==> src/rtl/tpu_cmd_bridge.sv <==
// Command bridge between a host command stream and a small systolic MLP: loads
// weight FIFOs, injects the first activation, sequences runs and snapshots results.
module tpu_cmd_bridge #(
    parameter int         NUM_COLS    = 2,
    parameter int         DATA_W      = 8,
    parameter int         ACT_W       = 16,
    parameter int         ACC_W       = 32,
    parameter int         W_PER_LOAD  = NUM_COLS * NUM_COLS,
    parameter logic [3:0] MLP_DONE    = 4'd0,
    parameter int         RUN_TIMEOUT = 4096
) (
    input  logic                      clk,
    input  logic                      rst,
    input  logic                      cmd_valid,
    input  logic [2:0]                cmd_op,
    input  logic [31:0]               cmd_data,
    output logic                      cmd_ready,
    output logic [NUM_COLS-1:0]       wf_push,
    output logic [DATA_W-1:0]         wf_data,
    output logic                      wf_reset,
    output logic                      act_valid,
    output logic [ACT_W-1:0]          act_data,
    output logic                      start_mlp,
    output logic                      weights_ready,
    output logic [15:0]               norm_gain,
    output logic [31:0]               norm_bias,
    output logic [4:0]                norm_shift,
    output logic [15:0]               q_inv_scale,
    output logic [7:0]                q_zero_point,
    input  logic [3:0]                mlp_state,
    input  logic                      mlp_acc_valid,
    input  logic [NUM_COLS*ACC_W-1:0] mlp_acc,
    output logic                      snap_valid,
    output logic [NUM_COLS*ACC_W-1:0] snap_data,
    input  logic                      snap_ready,
    output logic                      snap_overrun,
    output logic                      err
);

    localparam int CPW = (NUM_COLS > 1) ? $clog2(NUM_COLS) : 1;
    localparam int WCW = $clog2(W_PER_LOAD + 1);
    localparam int RCW = $clog2(RUN_TIMEOUT + 1);

    localparam logic [2:0] OP_NOP    = 3'd0;
    localparam logic [2:0] OP_WEIGHT = 3'd1;
    localparam logic [2:0] OP_ACT    = 3'd2;
    localparam logic [2:0] OP_GAIN   = 3'd3;
    localparam logic [2:0] OP_BIAS   = 3'd4;
    localparam logic [2:0] OP_QUANT  = 3'd5;
    localparam logic [2:0] OP_START  = 3'd6;
    localparam logic [2:0] OP_CLEAR  = 3'd7;

    typedef enum logic [1:0] {
        ST_IDLE  = 2'd0,
        ST_LOAD  = 2'd1,
        ST_READY = 2'd2,
        ST_RUN   = 2'd3
    } state_t;

    state_t                r_state;
    state_t                w_state_nxt;

    logic [CPW-1:0]        r_col_ptr;
    logic [WCW-1:0]        r_wcnt;
    logic [RCW-1:0]        r_run_cnt;
    logic [NUM_COLS-1:0]   r_wf_push;
    logic [DATA_W-1:0]     r_wf_data;
    logic                  r_wf_reset;
    logic                  r_act_valid;
    logic [ACT_W-1:0]      r_act_data;
    logic                  r_start;
    logic                  r_wready;
    logic                  r_err;

    logic [CPW-1:0]        w_col_ptr_nxt;
    logic [WCW-1:0]        w_wcnt_nxt;
    logic [RCW-1:0]        w_run_cnt_nxt;
    logic [NUM_COLS-1:0]   w_wf_push_nxt;
    logic [DATA_W-1:0]     w_wf_data_nxt;
    logic                  w_wf_reset_nxt;
    logic                  w_act_valid_nxt;
    logic [ACT_W-1:0]      w_act_data_nxt;
    logic                  w_start_nxt;
    logic                  w_wready_nxt;
    logic                  w_err_nxt;

    logic [15:0]           r_gain;
    logic [31:0]           r_bias;
    logic [4:0]            r_shift;
    logic [15:0]           r_inv_scale;
    logic [7:0]            r_zero_point;

    logic                  r_snap_valid;
    logic [NUM_COLS*ACC_W-1:0] r_snap_data;
    logic                  r_snap_overrun;

    logic                  w_accept;
    logic                  w_clear;
    logic [WCW-1:0]        w_wcnt_inc;
    logic                  w_run_done;
    logic                  w_run_timeout;

    // Only CLEAR may interrupt a run; everything else is back-pressured.
    assign cmd_ready     = (r_state != ST_RUN) || (cmd_op == OP_CLEAR);
    assign w_accept      = cmd_valid && cmd_ready;
    assign w_clear       = w_accept && (cmd_op == OP_CLEAR);
    assign w_wcnt_inc    = r_wcnt + WCW'(1);
    assign w_run_done    = (r_state == ST_RUN) && (r_run_cnt >= RCW'(2)) && (mlp_state == MLP_DONE);
    assign w_run_timeout = (r_state == ST_RUN) && (r_run_cnt == RCW'(RUN_TIMEOUT - 1));

    always_ff @(posedge clk) begin
        if (rst) begin
            r_state <= ST_IDLE;
        end else begin
            r_state <= w_state_nxt;
        end
    end

    always_comb begin
        w_state_nxt = r_state;
        if (w_clear) begin
            w_state_nxt = ST_IDLE;
        end else begin
            case (r_state)
                ST_IDLE, ST_LOAD: begin
                    if (w_accept && (cmd_op == OP_WEIGHT)) begin
                        w_state_nxt = (w_wcnt_inc == WCW'(W_PER_LOAD)) ? ST_READY : ST_LOAD;
                    end
                end
                ST_READY: begin
                    if (w_accept && (cmd_op == OP_START)) begin
                        w_state_nxt = ST_RUN;
                    end
                end
                ST_RUN: begin
                    if (w_run_done || w_run_timeout) begin
                        w_state_nxt = ST_IDLE;
                    end
                end
                default: w_state_nxt = ST_IDLE;
            endcase
        end
    end

    always_comb begin
        w_col_ptr_nxt   = r_col_ptr;
        w_wcnt_nxt      = r_wcnt;
        w_run_cnt_nxt   = '0;
        w_wf_push_nxt   = '0;
        w_wf_data_nxt   = r_wf_data;
        w_wf_reset_nxt  = 1'b0;
        w_act_valid_nxt = 1'b0;
        w_act_data_nxt  = r_act_data;
        w_start_nxt     = 1'b0;
        w_wready_nxt    = r_wready;
        w_err_nxt       = r_err;

        if ((r_state == ST_RUN) && (w_state_nxt == ST_RUN)) begin
            w_run_cnt_nxt = r_run_cnt + RCW'(1);
        end

        if (w_run_done || w_run_timeout) begin
            w_col_ptr_nxt = '0;
            w_wcnt_nxt    = '0;
            w_wready_nxt  = 1'b0;
            if (!w_run_done) begin
                w_err_nxt = 1'b1;
            end
        end

        if (w_accept) begin
            case (cmd_op)
                OP_WEIGHT: begin
                    if (r_state == ST_READY) begin
                        w_err_nxt = 1'b1;
                    end else begin
                        w_wf_push_nxt = NUM_COLS'(1) << r_col_ptr;
                        w_wf_data_nxt = cmd_data[DATA_W-1:0];
                        w_col_ptr_nxt = (r_col_ptr == CPW'(NUM_COLS - 1)) ? '0 : r_col_ptr + CPW'(1);
                        w_wcnt_nxt    = w_wcnt_inc;
                        if (w_wcnt_inc == WCW'(W_PER_LOAD)) begin
                            w_wready_nxt = 1'b1;
                        end
                    end
                end
                OP_ACT: begin
                    w_act_valid_nxt = 1'b1;
                    w_act_data_nxt  = cmd_data[ACT_W-1:0];
                end
                OP_START: begin
                    if (r_state == ST_READY) begin
                        w_start_nxt = 1'b1;
                    end else begin
                        w_err_nxt = 1'b1;
                    end
                end
                OP_CLEAR: begin
                    w_wf_reset_nxt = 1'b1;
                    w_col_ptr_nxt  = '0;
                    w_wcnt_nxt     = '0;
                    w_run_cnt_nxt  = '0;
                    w_wready_nxt   = 1'b0;
                    w_err_nxt      = 1'b0;
                end
                OP_NOP, OP_GAIN, OP_BIAS, OP_QUANT: ;
                default: ;
            endcase
        end
    end

    always_ff @(posedge clk) begin
        if (rst) begin
            r_col_ptr   <= '0;
            r_wcnt      <= '0;
            r_run_cnt   <= '0;
            r_wf_push   <= '0;
            r_wf_data   <= '0;
            r_wf_reset  <= 1'b0;
            r_act_valid <= 1'b0;
            r_act_data  <= '0;
            r_start     <= 1'b0;
            r_wready    <= 1'b0;
            r_err       <= 1'b0;
        end else begin
            r_col_ptr   <= w_col_ptr_nxt;
            r_wcnt      <= w_wcnt_nxt;
            r_run_cnt   <= w_run_cnt_nxt;
            r_wf_push   <= w_wf_push_nxt;
            r_wf_data   <= w_wf_data_nxt;
            r_wf_reset  <= w_wf_reset_nxt;
            r_act_valid <= w_act_valid_nxt;
            r_act_data  <= w_act_data_nxt;
            r_start     <= w_start_nxt;
            r_wready    <= w_wready_nxt;
            r_err       <= w_err_nxt;
        end
    end

    // CFG_GAIN carries only the low half of the bias; the high half is kept.
    always_ff @(posedge clk) begin
        if (rst) begin
            r_gain       <= 16'h0100;
            r_bias       <= '0;
            r_shift      <= 5'd8;
            r_inv_scale  <= 16'h0100;
            r_zero_point <= '0;
        end else if (w_accept) begin
            case (cmd_op)
                OP_GAIN: begin
                    r_gain       <= cmd_data[15:0];
                    r_bias[15:0] <= cmd_data[31:16];
                end
                OP_BIAS: begin
                    r_bias <= cmd_data;
                end
                OP_QUANT: begin
                    r_inv_scale  <= cmd_data[15:0];
                    r_shift      <= cmd_data[20:16];
                    r_zero_point <= cmd_data[31:24];
                end
                default: ;
            endcase
        end
    end

    // A fresh capture always wins over the consumer's pop in the same cycle.
    always_ff @(posedge clk) begin
        if (rst) begin
            r_snap_valid   <= 1'b0;
            r_snap_data    <= '0;
            r_snap_overrun <= 1'b0;
        end else begin
            if (w_clear) begin
                r_snap_overrun <= 1'b0;
            end
            if (mlp_acc_valid) begin
                r_snap_data  <= mlp_acc;
                r_snap_valid <= 1'b1;
                if (r_snap_valid && !snap_ready) begin
                    r_snap_overrun <= 1'b1;
                end
            end else if (snap_ready) begin
                r_snap_valid <= 1'b0;
            end
        end
    end

    assign wf_push       = r_wf_push;
    assign wf_data       = r_wf_data;
    assign wf_reset      = r_wf_reset;
    assign act_valid     = r_act_valid;
    assign act_data      = r_act_data;
    assign start_mlp     = r_start;
    assign weights_ready = r_wready;
    assign norm_gain     = r_gain;
    assign norm_bias     = r_bias;
    assign norm_shift    = r_shift;
    assign q_inv_scale   = r_inv_scale;
    assign q_zero_point  = r_zero_point;
    assign snap_valid    = r_snap_valid;
    assign snap_data     = r_snap_data;
    assign snap_overrun  = r_snap_overrun;
    assign err           = r_err;

endmodule

==> config.mk <==
export PLATFORM = sky130hd
export DESIGN_NAME = tpu_cmd_bridge
export DESIGN_NICKNAME = d
export VERILOG_FILES = /design/src/rtl/tpu_cmd_bridge.sv
export SDC_FILE = /design/constraint.sdc
export NUM_CORES = 1
export LEC_CHECK = 0
export BUFFER_PORTS_ARGS = -buffer_cell sky130_fd_sc_hd__buf_2
export CAP_MARGIN = 10
export CELL_PAD_IN_SITES_DETAIL_PLACEMENT = 1
export CELL_PAD_IN_SITES_GLOBAL_PLACEMENT = 1
export CORE_MARGIN = 5
export CORE_UTILIZATION = 39
export CTS_BUF_LIST = sky130_fd_sc_hd__clkbuf_2
export DETAILED_ROUTE_END_ITERATION = 8
export PLACE_DENSITY = 0.95
export SYNTH_ARGS = -nofsm -noshare
export SYNTH_HDL_FRONTEND = slang
export SYNTH_SLANG_ARGS = --single-unit
==> constraint.sdc <==
create_clock -name clk -period 4.2 [get_ports clk]
set_clock_uncertainty 0.15 [all_clocks]
set_input_delay 0.21 -clock clk [delete_from_list [all_inputs] [get_ports clk]]
set_output_delay 0.21 -clock clk [all_outputs]
set_load 0.01 [all_outputs]
==> impl_metrics.toml, run 1 <==
[floorplan]
core_sq_mm = 0.0186
row_count = 50
die_w_um = 147
dieHeight_um = 147
dieArea_sq_mm = 0.0215
io_pins = 283
initial_core_util = 0.393

[synth]
ys_ff_latch = 193
synth_area_per_cell_sq_um = 8.96
syn-num-nets = 926
synth_async_sr_flop_share = 0
synth_top_cell_area_share = 0.530
ys_seq_area_frac = 0.530
ys.warnings.count = 0
syn_area_sq_mm = 0.00729
syn_inst = 814
ys_top_cells_by_count = "dfxtp_1 (193), nand2_1 (185), nor2_1 (105)"
synth.most_common_cell = "dfxtp_1"
synth_area_leaders = "dfxtp_1 (53%), mux2i_1 (11%), nand2_1 (9.5%)"
synth_cell_types = 48
synth_edf_count = 0
ys.flop_type = "dfxtp_1"
yosysTopAreaCell = "dfxtp_1"

[clock_tree]
numCtsBuffers = 17
path_clk_slew_ns = 0.36
post_cts_buffers = 0
cts_root_buf = "clkbuf_2"
clkLatencyLatePin_ns = 0.76
cts.repair.resized = 0
cts_tree = "yes"
cts.path.max_buffers = 2
htreeDepth = 4
cts.sinks = 193

[setup_path]
endpoint_kind = "flop"
crit_buf_inv = 4
crit_top_cell = "dlygate4sd3_1"
crit_fanout = 16
arrival_ns = 3.78
worstSetupPathType = "reg2reg"
cp_slowest_cell = "dlygate4sd3_1"
max_stage_delay_ns = 0.57
crit_family = "buffers and inverters"
startpoint_type = "flop"
worstPathCellList = "and2_4 -> nor4_2 -> dlygate4sd3_1 -> buf_4 -> nand2_1 -> dlygate4sd3_1 -> a21oi_1 -> dlygate4sd3_1"
worst_ep_required_time_ns = 4.77

[timing]
grt_setup_unrepaired = "false"
setup_violations = 0
hold_viol = 0
fin_crit_ns = 3.20
worst_pin_slew_ns = 1.12
fmax_mhz = 312
hold_slack_ns = 0.0686
slew_viol_final = 0
slew_headroom = 0.250
finalCritPeriodShare = 0.763
fin_tns_setup_ns = 0

[route]
firstDrtPassIters = 5
vias = 8011
drc_errors = 0
dr.first_iter.drc_count = 379
drt-total-wl_mm = 35.9
via_per_inst = 5.38
antenna_left = 0
wl_per_cell_um = 24.1

[power_and_ir_drop]
p_sw_mw = 1.04
leakage_nw = 4.87
p_clk_frac = 0.298
seq_power_share = 0.542
pwr-share-comb = 0.159
powerDensity_mw_per_mm2 = 333
switching_share = 0.289
ir_drop_mv = 0.156
p_int_mw = 2.56

[layout]
drive_above_1_share = 0.276
nNetsFinal = 1352
postLayoutCoreUtil = 0.581
area_growth_pct = 48.0

[global_routing]
antenna_found_initial = 3
grt_pass1_wl_mm = 53.0
grt_max_degree = 124
track_usage = 0.323
grt_pass1_vias = 8786
gr-total-overflow = 0

[flow_run]
drv_cap = 0

[min_path]
min_path_type = "in2reg"

[placement]
portBuffers = 282
gp_congestion = 0.840
dpl.hpwl_mm = 18.3

[run_status]
outcome = "complete, no violations"
## cell families (layout without fill, tap and decap cells)
group	count (synthesis)	in the layout	synth area share
simple gates	350	350	0.202
flops	193	193	0.530
compound gates	120	120	0.102
mux	80	80	0.110
buf+inv	57	495	0.0381
xor+xnor	10	10	0.0120
fa+ha+maj	4	4	0.00686
other cells	0	3	0
## state kept, by name, summed over array words and instances, names as in the netlist, 3 cells and up
name and flops:
q_inv_scale 16, r_wcnt 3, norm_bias 32, wf_data 8, q_zero_point 8, snap_data 64
norm_shift 5, r_run_cnt 13, act_data 16, norm_gain 16
## metrics by stage
step | cell area (sq um) | cells | setup WS [ns] | power [mW]
floorplan | 7290 | 814 | 2.37 | 2.18
global placement | 8810 | 1285 | 2.10 | 2.34
detailed placement | 8810 | 1285 | 1.99 | 2.36
CTS | 10800 | 1485 | 1.06 | 3.51
global route | 10800 | 1489 | 0.873 | 3.72
finish | 10800 | 1489 | 0.995 | 3.60
## worst reg2reg max path, stage by stage, from the launching register on
cell and delay [ns]:
dfxtp_1 0.47, and2_4 0.21, nor4_2 0.20, dlygate4sd3_1 0.57, buf_4 0.23, nand2_1 0.09, dlygate4sd3_1 0.56, a21oi_1 0.12
dlygate4sd3_1 0.56
## power groups by stage
| stage | clock network (mW) | registers (mW) | logic, mW |
|---|---|---|---|
| after global placement | 0 | 1.97 | 0.377 |
| after floorplan | 0 | 2.00 | 0.177 |
| final | 1.07 | 1.95 | 0.573 |
| after global routing | 1.16 | 1.96 | 0.601 |
| after CTS | 1.05 | 1.94 | 0.524 |
| after detailed placement | 0 | 1.97 | 0.391 |
## metal layers
metal	share of wire	track usage
met1	0.34	0.306
met4	0.081	0.243
met3	0.055	0.0713
met5	0	0
met2	0.53	0.602
## area by class of cell
class,count,area [sq um]
Sequential cell,193,3860
Inverter,4,15.0
Clock buffer,17,85.1
Fill cell,2231,7780
Timing Repair Buffer,460,3180
Antenna cell,3,7.51
Clock inverter,14,188
Tap cell,234,293
Multi-Input combinational cell,564,3160
## layout by cell type, fill, tap and decap left out, drive strengths merged, types with 5 or more instances in the layout
cell type / n
a211oi: 17
nor4: 6
clkinv: 5
nand4: 6
a21oi: 87
nor3: 8
dfxtp: 193
mux2i: 80
clkbuf: 17
nand3: 13
xnor2: 6
nor2b: 5
o21ai: 5
dlygate4sd3: 170
inv: 6
buf: 290
nor2: 109
nand2: 186
## final timing paths
path / endpoint / cells past startpoint / start / slack [ns]
max: norm_bias[17] / 8 / r_state[1] / 1.0
max reg2reg: norm_bias[17] / 8 / r_state[1] / 1.0
min reg2reg: wf_data[4] / 2 / wf_data[4] / 0.32
min: snap_data[15] / 4 / mlp_acc[15] / 0.07
## what timing repair did
action,CTS,global route
setup endpoints to repair,0,0
hold buffers,169,1
hold endpoints to repair,181,2
No activity file was read; power rests on OpenSTA's default activity.
==> inputs of run 2 (changes only) <==
Settings changed: CORE_UTILIZATION 39 to 36, PLACE_DENSITY 0.95 to 0.92.
Clock period 4.2 ns to 3.15 ns, I/O delays scaled along.
==> impl_metrics.toml, run 2 (same netlist as run 1, synthesis figures left out) <==
[min_path]
min_path_type = "in2reg"
min_from = "cmd_data[5]"

[timing]
hold_slack_ns = 0.0576
slew_viol_final = 0
fmax_mhz = 375
fin_crit_ns = 2.67
slew_headroom = 0.232
grt_setup_unrepaired = "false"
fin_ws_ns = 0.482
fin_tns_setup_ns = 0
finalCritPeriodShare = 0.847
setup_violations = 0
hold_viol = 0
worst_pin_slew_ns = 1.15

[global_routing]
antenna_found_initial = 8
grt_pass1_wl_mm = 62.6
track_usage = 0.358
grt_max_degree = 117
grt_pass1_vias = 9694
gr-total-overflow = 0

[setup_path]
startpoint_type = "flop"
cp.depth = 6
crit_buf_inv = 2
cp-endpoint = "q_zero_point[0]"
worstSetupPathType = "reg2reg"
reg2reg_from = "r_state[1]"
endpoint_kind = "flop"
regToRegEndpoint = "q_zero_point[0]"
max_stage_delay_ns = 1.01
setup.worst_path.start = "r_state[1]"
cp_slowest_cell = "dlygate4sd3_1"
r2r.worst_path.cells = 6
crit_family = "buffers and inverters"
worstPathCellList = "and2_4 -> nor3_2 -> buf_4 -> dlygate4sd3_1 -> nand2_1 -> a21oi_1"
worst_ep_required_time_ns = 3.71
arrival_ns = 3.23
crit_fanout = 20
reg2reg_slack_ns = 0.48

[placement]
place_ws_ns = 0.876
portBuffers = 282
dpl.hpwl_mm = 18.3
gp_congestion = 0.823

[floorplan]
dieArea_sq_mm = 0.0232
row_count = 52
dieHeight_um = 152
core_sq_mm = 0.0201
die_w_um = 152
initial_core_util = 0.363
io_pins = 283

[route]
via_per_inst = 5.41
wl_per_cell_um = 26.3
dr.first_iter.drc_count = 514
vias = 8796
antenna_left = 0
drt-total-wl_mm = 42.7
drc_errors = 0
firstDrtPassIters = 5

[power_and_ir_drop]
powerDensity_mw_per_mm2 = 410
ir_drop_mv = 0.241
finalPower_mw = 4.84
leakage_nw = 5.23

[run_status]
outcome = "complete, no violations"

[layout]
drive_above_1_share = 0.261
area_growth_pct = 62.1
nNetsFinal = 1449
final_cell_mix = "buf_2 (280), dlygate4sd3_1 (265), dfxtp_1 (191)"
largest_reg_flops = 64
postLayoutCoreUtil = 0.588
final_common_cell = "buf_2"

[clock_tree]
numCtsBuffers = 17
path_clk_slew_ns = 0.38
cts_root_buf = "clkbuf_2"
cts_tree = "yes"
htreeDepth = 4
clkLatencyLatePin_ns = 0.74
cts.path.max_buffers = 2
cts.sinks = 193

[flow_run]
drv_cap = 0
-- run 2: changes by cell type in the layout (fill, tap and decap cells not counted), moves of 3 or more --
cell and change:
clkinvlp_4 +3, bufinv_16 -3, dlygate4sd3_1 +95, diode_2 +3
inv_8 +3
-- run 2: worst min path at each step --
stage                            endpoint  slack, ns  depth (start not counted)
after floorplan              norm_gain[8]       0.13                          2
after global placement      snap_data[31]       0.24                          3
after detailed placement     snap_data[8]       0.25                          3
after CTS                 q_zero_point[2]     0.0009                          4
after global routing          act_data[5]       0.02                          4
final                         act_data[5]       0.06                          4
-- run 2: cell type report --
cell class                      count  area, sq um
Antenna cell                        6         15.0
Clock buffer                       17         85.1
Clock inverter                     15          149
Fill cell                        2380         8280
Inverter                            4         15.0
Multi-Input combinational cell    564         3170
Sequential cell                   193         3870
Tap cell                          270          338
Timing Repair Buffer              557         4190
-- run 2: stage by stage --
stage	area, sq um	instances
after floorplan	7290	814
after global placement	8870	1320
after detailed placement	8870	1320
after CTS	11800	1618
after global routing	11800	1626
final	11800	1626
-- run 2: metal layers --
metal	global-route usage	part of all wire
met4	0.353	0.12
met2	0.636	0.51
met5	0	0.0011
met1	0.328	0.32
met3	0.0869	0.057
-- run 2: tightest hold or removal path, cell delays in order --
cell	delay, ns
dlygate4sd3_1	0.53
buf_2	0.19
nand2_1	0.09
a21oi_1	0.06
-- run 2: repair_timing --
| item | 4_1_cts | 5_1_grt |
|---|---|---|
| setup buffers | 0 | 2 |
| hold endpoints to repair | 181 | 0 |
| hold buffers | 266 | 0 |
| endpoints found under the setup margin | 0 | 1 |
| gates resized for setup | 0 | 5 |
-- run 2: report_power, final --
group	switching [mW]	internal, mW
sequential	0.0697	2.54
combinational	0.477	0.449
clock	0.999	0.308
